## config.mk

```make
export PLATFORM = sky130hd
export DESIGN_NAME = cdb_arbiter
export DESIGN_NICKNAME = d
export VERILOG_FILES = /design/src/rtl/cdb_arbiter.sv
export SDC_FILE = /design/constraint.sdc
export NUM_CORES = 1
export LEC_CHECK = 0
export BUFFER_PORTS_ARGS = -buffer_cell sky130_fd_sc_hd__clkbuf_2
export CORE_ASPECT_RATIO = 1.1
export CORE_UTILIZATION = 30
export CTS_CLUSTER_DIAMETER = 150
export DETAILED_ROUTE_END_ITERATION = 16
export GPL_TIMING_DRIVEN = 0
export REMOVE_ABC_BUFFERS = 1
export SLEW_MARGIN = 20
export SYNTH_ARGS = -nofsm -noshare
export SYNTH_HDL_FRONTEND = slang
export SYNTH_SLANG_ARGS = --single-unit
export TNS_END_PERCENT = 1
```

## constraint.sdc

```tcl
create_clock -name clk -period 3.08 [get_ports clk]
set_input_delay 0.462 -clock clk [delete_from_list [all_inputs] [get_ports clk]]
set_output_delay 0.462 -clock clk [all_outputs]
set_load 0.05 [all_outputs]
```

## src/rtl/cdb_arbiter.sv

```systemverilog
// cdb_arbiter: round-robin CDB arbiter with one holding register per source; CDB_ARB_CONTENTION_CNT_EN adds contention_cnt
module cdb_arbiter #(
  parameter int N_SRC    = 3,
  parameter int ROB_ID_W = 4,
  parameter int DATA_W   = 32
) (
  input  logic                       clk,
  input  logic                       rst,
  input  logic                       rdy,
  input  logic                       flush,
  input  logic [N_SRC-1:0]           src_valid,
  output logic [N_SRC-1:0]           src_ready,
  input  logic [N_SRC*ROB_ID_W-1:0]  src_rob_id,
  input  logic [N_SRC*DATA_W-1:0]    src_value,
  output logic                       cdb_valid,
  output logic [ROB_ID_W-1:0]        cdb_rob_id,
  output logic [DATA_W-1:0]          cdb_value,
  output logic [$clog2(N_SRC)-1:0]   cdb_src
`ifdef CDB_ARB_CONTENTION_CNT_EN
  ,
  output logic [31:0]                contention_cnt
`endif
);
  localparam int SW = $clog2(N_SRC);
  logic [N_SRC-1:0]    hold_v, grant, take;
  logic [ROB_ID_W-1:0] hold_id [N_SRC];
  logic [DATA_W-1:0]   hold_val [N_SRC];
  logic [SW-1:0]       rr_ptr, win, idx;
  logic [SW:0]         sum;
  logic                any;
  always_comb begin
    grant = '0;
    win = '0;
    any = 1'b0;
    sum = '0;
    idx = '0;
    for (int k = 0; k < N_SRC; k++) begin
      sum = {1'b0, rr_ptr} + (SW+1)'(k);
      idx = sum >= (SW+1)'(N_SRC) ? SW'(sum - (SW+1)'(N_SRC)) : SW'(sum);
      if (!any && hold_v[idx]) begin
        any = 1'b1;
        grant[idx] = 1'b1;
        win = idx;
      end
    end
  end
  // a granted entry frees its slot at the same edge, so it may be refilled immediately
  assign src_ready = {N_SRC{rdy & ~flush & ~rst}} & (~hold_v | grant);
  assign take = src_valid & src_ready;
  always_ff @(posedge clk) begin
    if (rst) begin
      hold_v <= '0;
      rr_ptr <= '0;
      cdb_valid <= 1'b0;
      cdb_rob_id <= '0;
      cdb_value <= '0;
      cdb_src <= '0;
    end else if (rdy) begin
      if (flush) begin
        hold_v <= '0;
        cdb_valid <= 1'b0;
      end else begin
        cdb_valid <= any;
        if (any) begin
          cdb_rob_id <= hold_id[win];
          cdb_value <= hold_val[win];
          cdb_src <= win;
          rr_ptr <= win == SW'(N_SRC-1) ? '0 : win + 1'b1;
        end
        hold_v <= take | (hold_v & ~grant);
        for (int i = 0; i < N_SRC; i++)
          if (take[i]) begin
            hold_id[i] <= src_rob_id[i*ROB_ID_W +: ROB_ID_W];
            hold_val[i] <= src_value[i*DATA_W +: DATA_W];
          end
      end
    end
  end
`ifdef CDB_ARB_CONTENTION_CNT_EN
  always_ff @(posedge clk) begin
    if (rst) contention_cnt <= '0;
    else if (rdy && !flush && |(hold_v & ~grant) && !(&contention_cnt)) contention_cnt <= contention_cnt + 32'd1;
  end
`endif
endmodule

```

==> metrics.md <==
| Metric | Value |
|---|---|
| Status | `complete, no violations` |
| Yosys reg bits | `approximately 150` |
| Slew headroom | `between 20% and 30%` |
| Tightest Pin Transition | `roughly 1.1 ns` |
| Iter 0 DRT Violations | `around 230` |
| Share of post-route cells with drive strength above 1 | `between 30% and 40%` |
| CP dominant cell by count | `mux2_4` |
| Design Power | `approximately 4.7 mW` |
| CP required | `between 3 and 4 ns` |
| Routed WL | `about 15 mm` |
| Post-Layout Cell Count | `840` |
| Post-Place Cells | `between 800 and 900` |
| Die Wd | `approximately 140 um` |
| Die span in y | `about 150 um` |
| Final slew viol count | `0` |
| Reg2Reg Setup Slack | `0.08 ns` |
| CTS buffer count | `17` |
| Reg area | `~0.0041 sq mm` |
| Largest net degree at the start of global routing | `between 40 and 50` |
| Cell Pwr Density | `a little over 600 mW/mm^2` |
| Area Growth Syn to Fin | `29.5%` |
| Fillers | `~1800` |
| Clock latency on the worst-skew pair | `between 0.4 and 0.5 ns` |
| Routed len/inst | `around 18 um` |
| Fmax | `about 0.33 GHz` |
| Clock network fraction of design power | `roughly 43%` |
| Initial antenna violation count | `0` |
| Crit start category | `register` |
| Comb power frac | `around 8.5%` |
| CP bufs+invs | `2` |
| CTS H-tree depth | `4` |
| Final Cycle Share | `97.5%` |
| Clk buf depth | `2` |
| RSZ-0062 raised after global routing | `true` |
| Worst path max stage delay | `between 0.7 and 0.8 ns` |
| DRC | `0` |
| Port Buffers | `roughly 160` |
| Yosys warning count | `0` |
| First-pass DRT Iterations | `4` |
| Final Hold Fails | `0` |
| FFs w/ async S/R, synth | `0%` |
| Gpl congestion | `roughly 0.85` |
| Core area | `0.0191 sq mm` |
| Sw Share | `23.3%` |
| Post-synth EDFFs | `about 110` |
| Vias per inst | `between 4 and 5` |
| Most frequent cells in the layout | `clkbuf_2 (153), edfxtp_1 (108), nand2_1 (49)` |
| Worst r2r src | `rr_ptr[1]` |
| Number of global-route vias before repair | `4195` |
| Net Switching | `1.09 mW` |
| CP startpoint | `rr_ptr[1]` |
| Ant. Diodes | `0` |
| Internal | `about 3.6 mW` |
| FP Rows | `53` |
| Gr usage total | `between 10% and 20%` |
| HP Start | `src_rob_id[8]` |
| Global-route wire length before repair | `23.2 mm` |
| Post-DP HPWL | `around 10 mm` |
| Initial Util | `a little under a third` |
| Die area | `0.0201 sq mm` |
| Root buf cell | `clkbuf_16` |
| Nets | `roughly 700` |
| CTS tree | `built` |
| Gr ovfl total | `0` |
| IO Count | `between 150 and 200` |
| Cell family with most CP delay | `compound AO/OA/AOI/OAI gates` |
| Crit Path Category | `register to register` |
| Setup violators final | `0` |
| Clk sink count | `about 150` |
| Crit path max fanout | `24` |
| Sequential area share after synthesis | `slightly above 70%` |
| Clock transition at the registers of the reported paths | `approximately 0.060 ns` |
| Pleak | `approximately 2.9 nW` |
| Post-Route Skew | `0.00958 ns` |
| Cell area after synthesis | `slightly below 0.006 sq mm` |
| Area occupied by multi-input gates | `around 0.0016 sq mm` |
| Minimum clock period | `about 3 ns` |
| Commonest non-fill, non-tap cell in the layout | `clkbuf_2` |
| Sequential Power Share | `~50%` |
| Cells after Synth | `423` |
| DRT antenna net count | `0` |
| Worst min path class | `primary input to register` |
| Peak supply drop | `between 300 and 400 uV` |
| Crit-path cells | `inv_1 > ha_4 > mux2_4 > mux2_4 > o41a_2 > buf_16 > nand3_1 > a21oi_1 > a221o_1` |
| Cell variety after synth | `42` |
| Slowest stage cell on the critical path | `o41a_2` |
| Syn avg cell area | `~14 sq um` |
| Leading register cell type out of synthesis | `edfxtp_1` |
| CP arrival | `about 3.3 ns` |
| CP Capture Type | `register` |
| Max cap viols | `0` |
| Via count | `approximately 4100` |
cell type report:
| class | instances | share of cell area (%) |
|---|---|---|
| Inverter | 9 | 0.446 |
| Multi-Input combinational cell | 232 | 20.9 |
| Sequential cell | 152 | 54.5 |
| Clock inverter | 12 | 1.69 |
| Timing Repair Buffer | 168 | 12.7 |
| Clock buffer | 20 | 5.77 |
| Tap cell | 247 | 4.08 |
stage by stage:
stage	worst slack (ns)	instance area, sq um	hold WS [ns]	TNS (ns)	utilization, %
detailed placement	-0.356	6930	0.459	-10.94	36.3
finish	0.0769	7570	0.226	0	39.6
floorplan	-0.821	5670	0.448	-81.95	-
global route	-0.0261	7570	0.204	-0.153	39.6
CTS	0.0415	7530	0.205	0	39.4
global placement	-1.57	6760	0.448	-163.85	35.4
cell usage after synthesis (2+ instances only):
master    number  share of area, %
clkbuf_1       6              0.39
mux2_2         2              0.39
buf_2         15               1.3
mux2_4         2              0.51
a221o_1       14               2.4
nor2b_1        6              0.64
nand3_1       16               1.4
edfxtp_1     108                55
nand2_1       50               3.2
nor4_4         2              0.73
o41ai_4        2              0.94
buf_4          5              0.64
a221oi_1      24               3.6
buf_6          3              0.58
o211ai_1       2              0.26
ha_1           4              0.86
a211oi_1      22               2.8
nand2b_1       5              0.53
o21ai_0        7              0.60
a22oi_1        2              0.26
a21oi_1       24               2.1
and2_1         4              0.43
dfxtp_1       44                15
nor2_1        28               1.8
inv_1          9              0.58
what timing repair did:
action / 4_1_cts / 5_1_grt
gates resized for setup: 8 / 7
pin swaps: 1 / 1
buffers inserted: 0 / 1
hold buffers: 0 / 0
endpoints found under the setup margin: 93 / 47
final timing paths:
| kind | endpoint | cells after the start |
|---|---|---|
| max | cdb_value[11] | 9 |
| min | hold_id[2][0] | 1 |
| max reg2reg | cdb_value[11] | 9 |
| min reg2reg | cdb_src[0] | 2 |
worst reg2reg max path, cell delays in order (launching register included):
cell and delay [ns]:
dfxtp_1 0.41, inv_1 0.12, ha_4 0.22, mux2_4 0.32, mux2_4 0.32, o41a_2 0.73
buf_16 0.26, nand3_1 0.10, a21oi_1 0.08, a221o_1 0.31
cells by family after synthesis:
kind of cell / synth area share (%)
adders and majority gates: 0.856
DFF: 70.5
and+or+nand+nor: 9.16
AOI/OAI and AO/OA: 14.8
muxes: 1.07
buffers and inverters: 3.55
per-layer routing:
| layer | wire [um] | GRT usage (%) | share of wire [%] | vias up |
|---|---|---|---|---|
| li1 | - | - | - | 1928 |
| met1 | 6280 | 19.5 | 42 | 2007 |
| met2 | 7650 | 26.2 | 51 | 150 |
| met3 | 934 | 3.95 | 6.2 | 12 |
| met4 | 163 | 4.44 | 1.1 | 0 |
| met5 | 0 | 0 | 0 | - |
flip-flops by register name, indices dropped and copies added (netlist names):
name and flops:
rr_ptr 2, cdb_rob_id 4, cdb_valid 1, cdb_value 32, hold_v 3, hold_val 96
cdb_src 2, hold_id 12
power groups by stage:
stage	clock network, mW	registers, mW	logic [mW]
3_3_place_gp	0	2.31	0.371
2_1_floorplan	0	2.38	0.138
4_1_cts	2.04	2.27	0.401
3_5_place_dp	0	2.31	0.396
5_1_grt	2.13	2.27	0.430
6_report	2.00	2.27	0.398
Power figures use the tool's default switching activity.
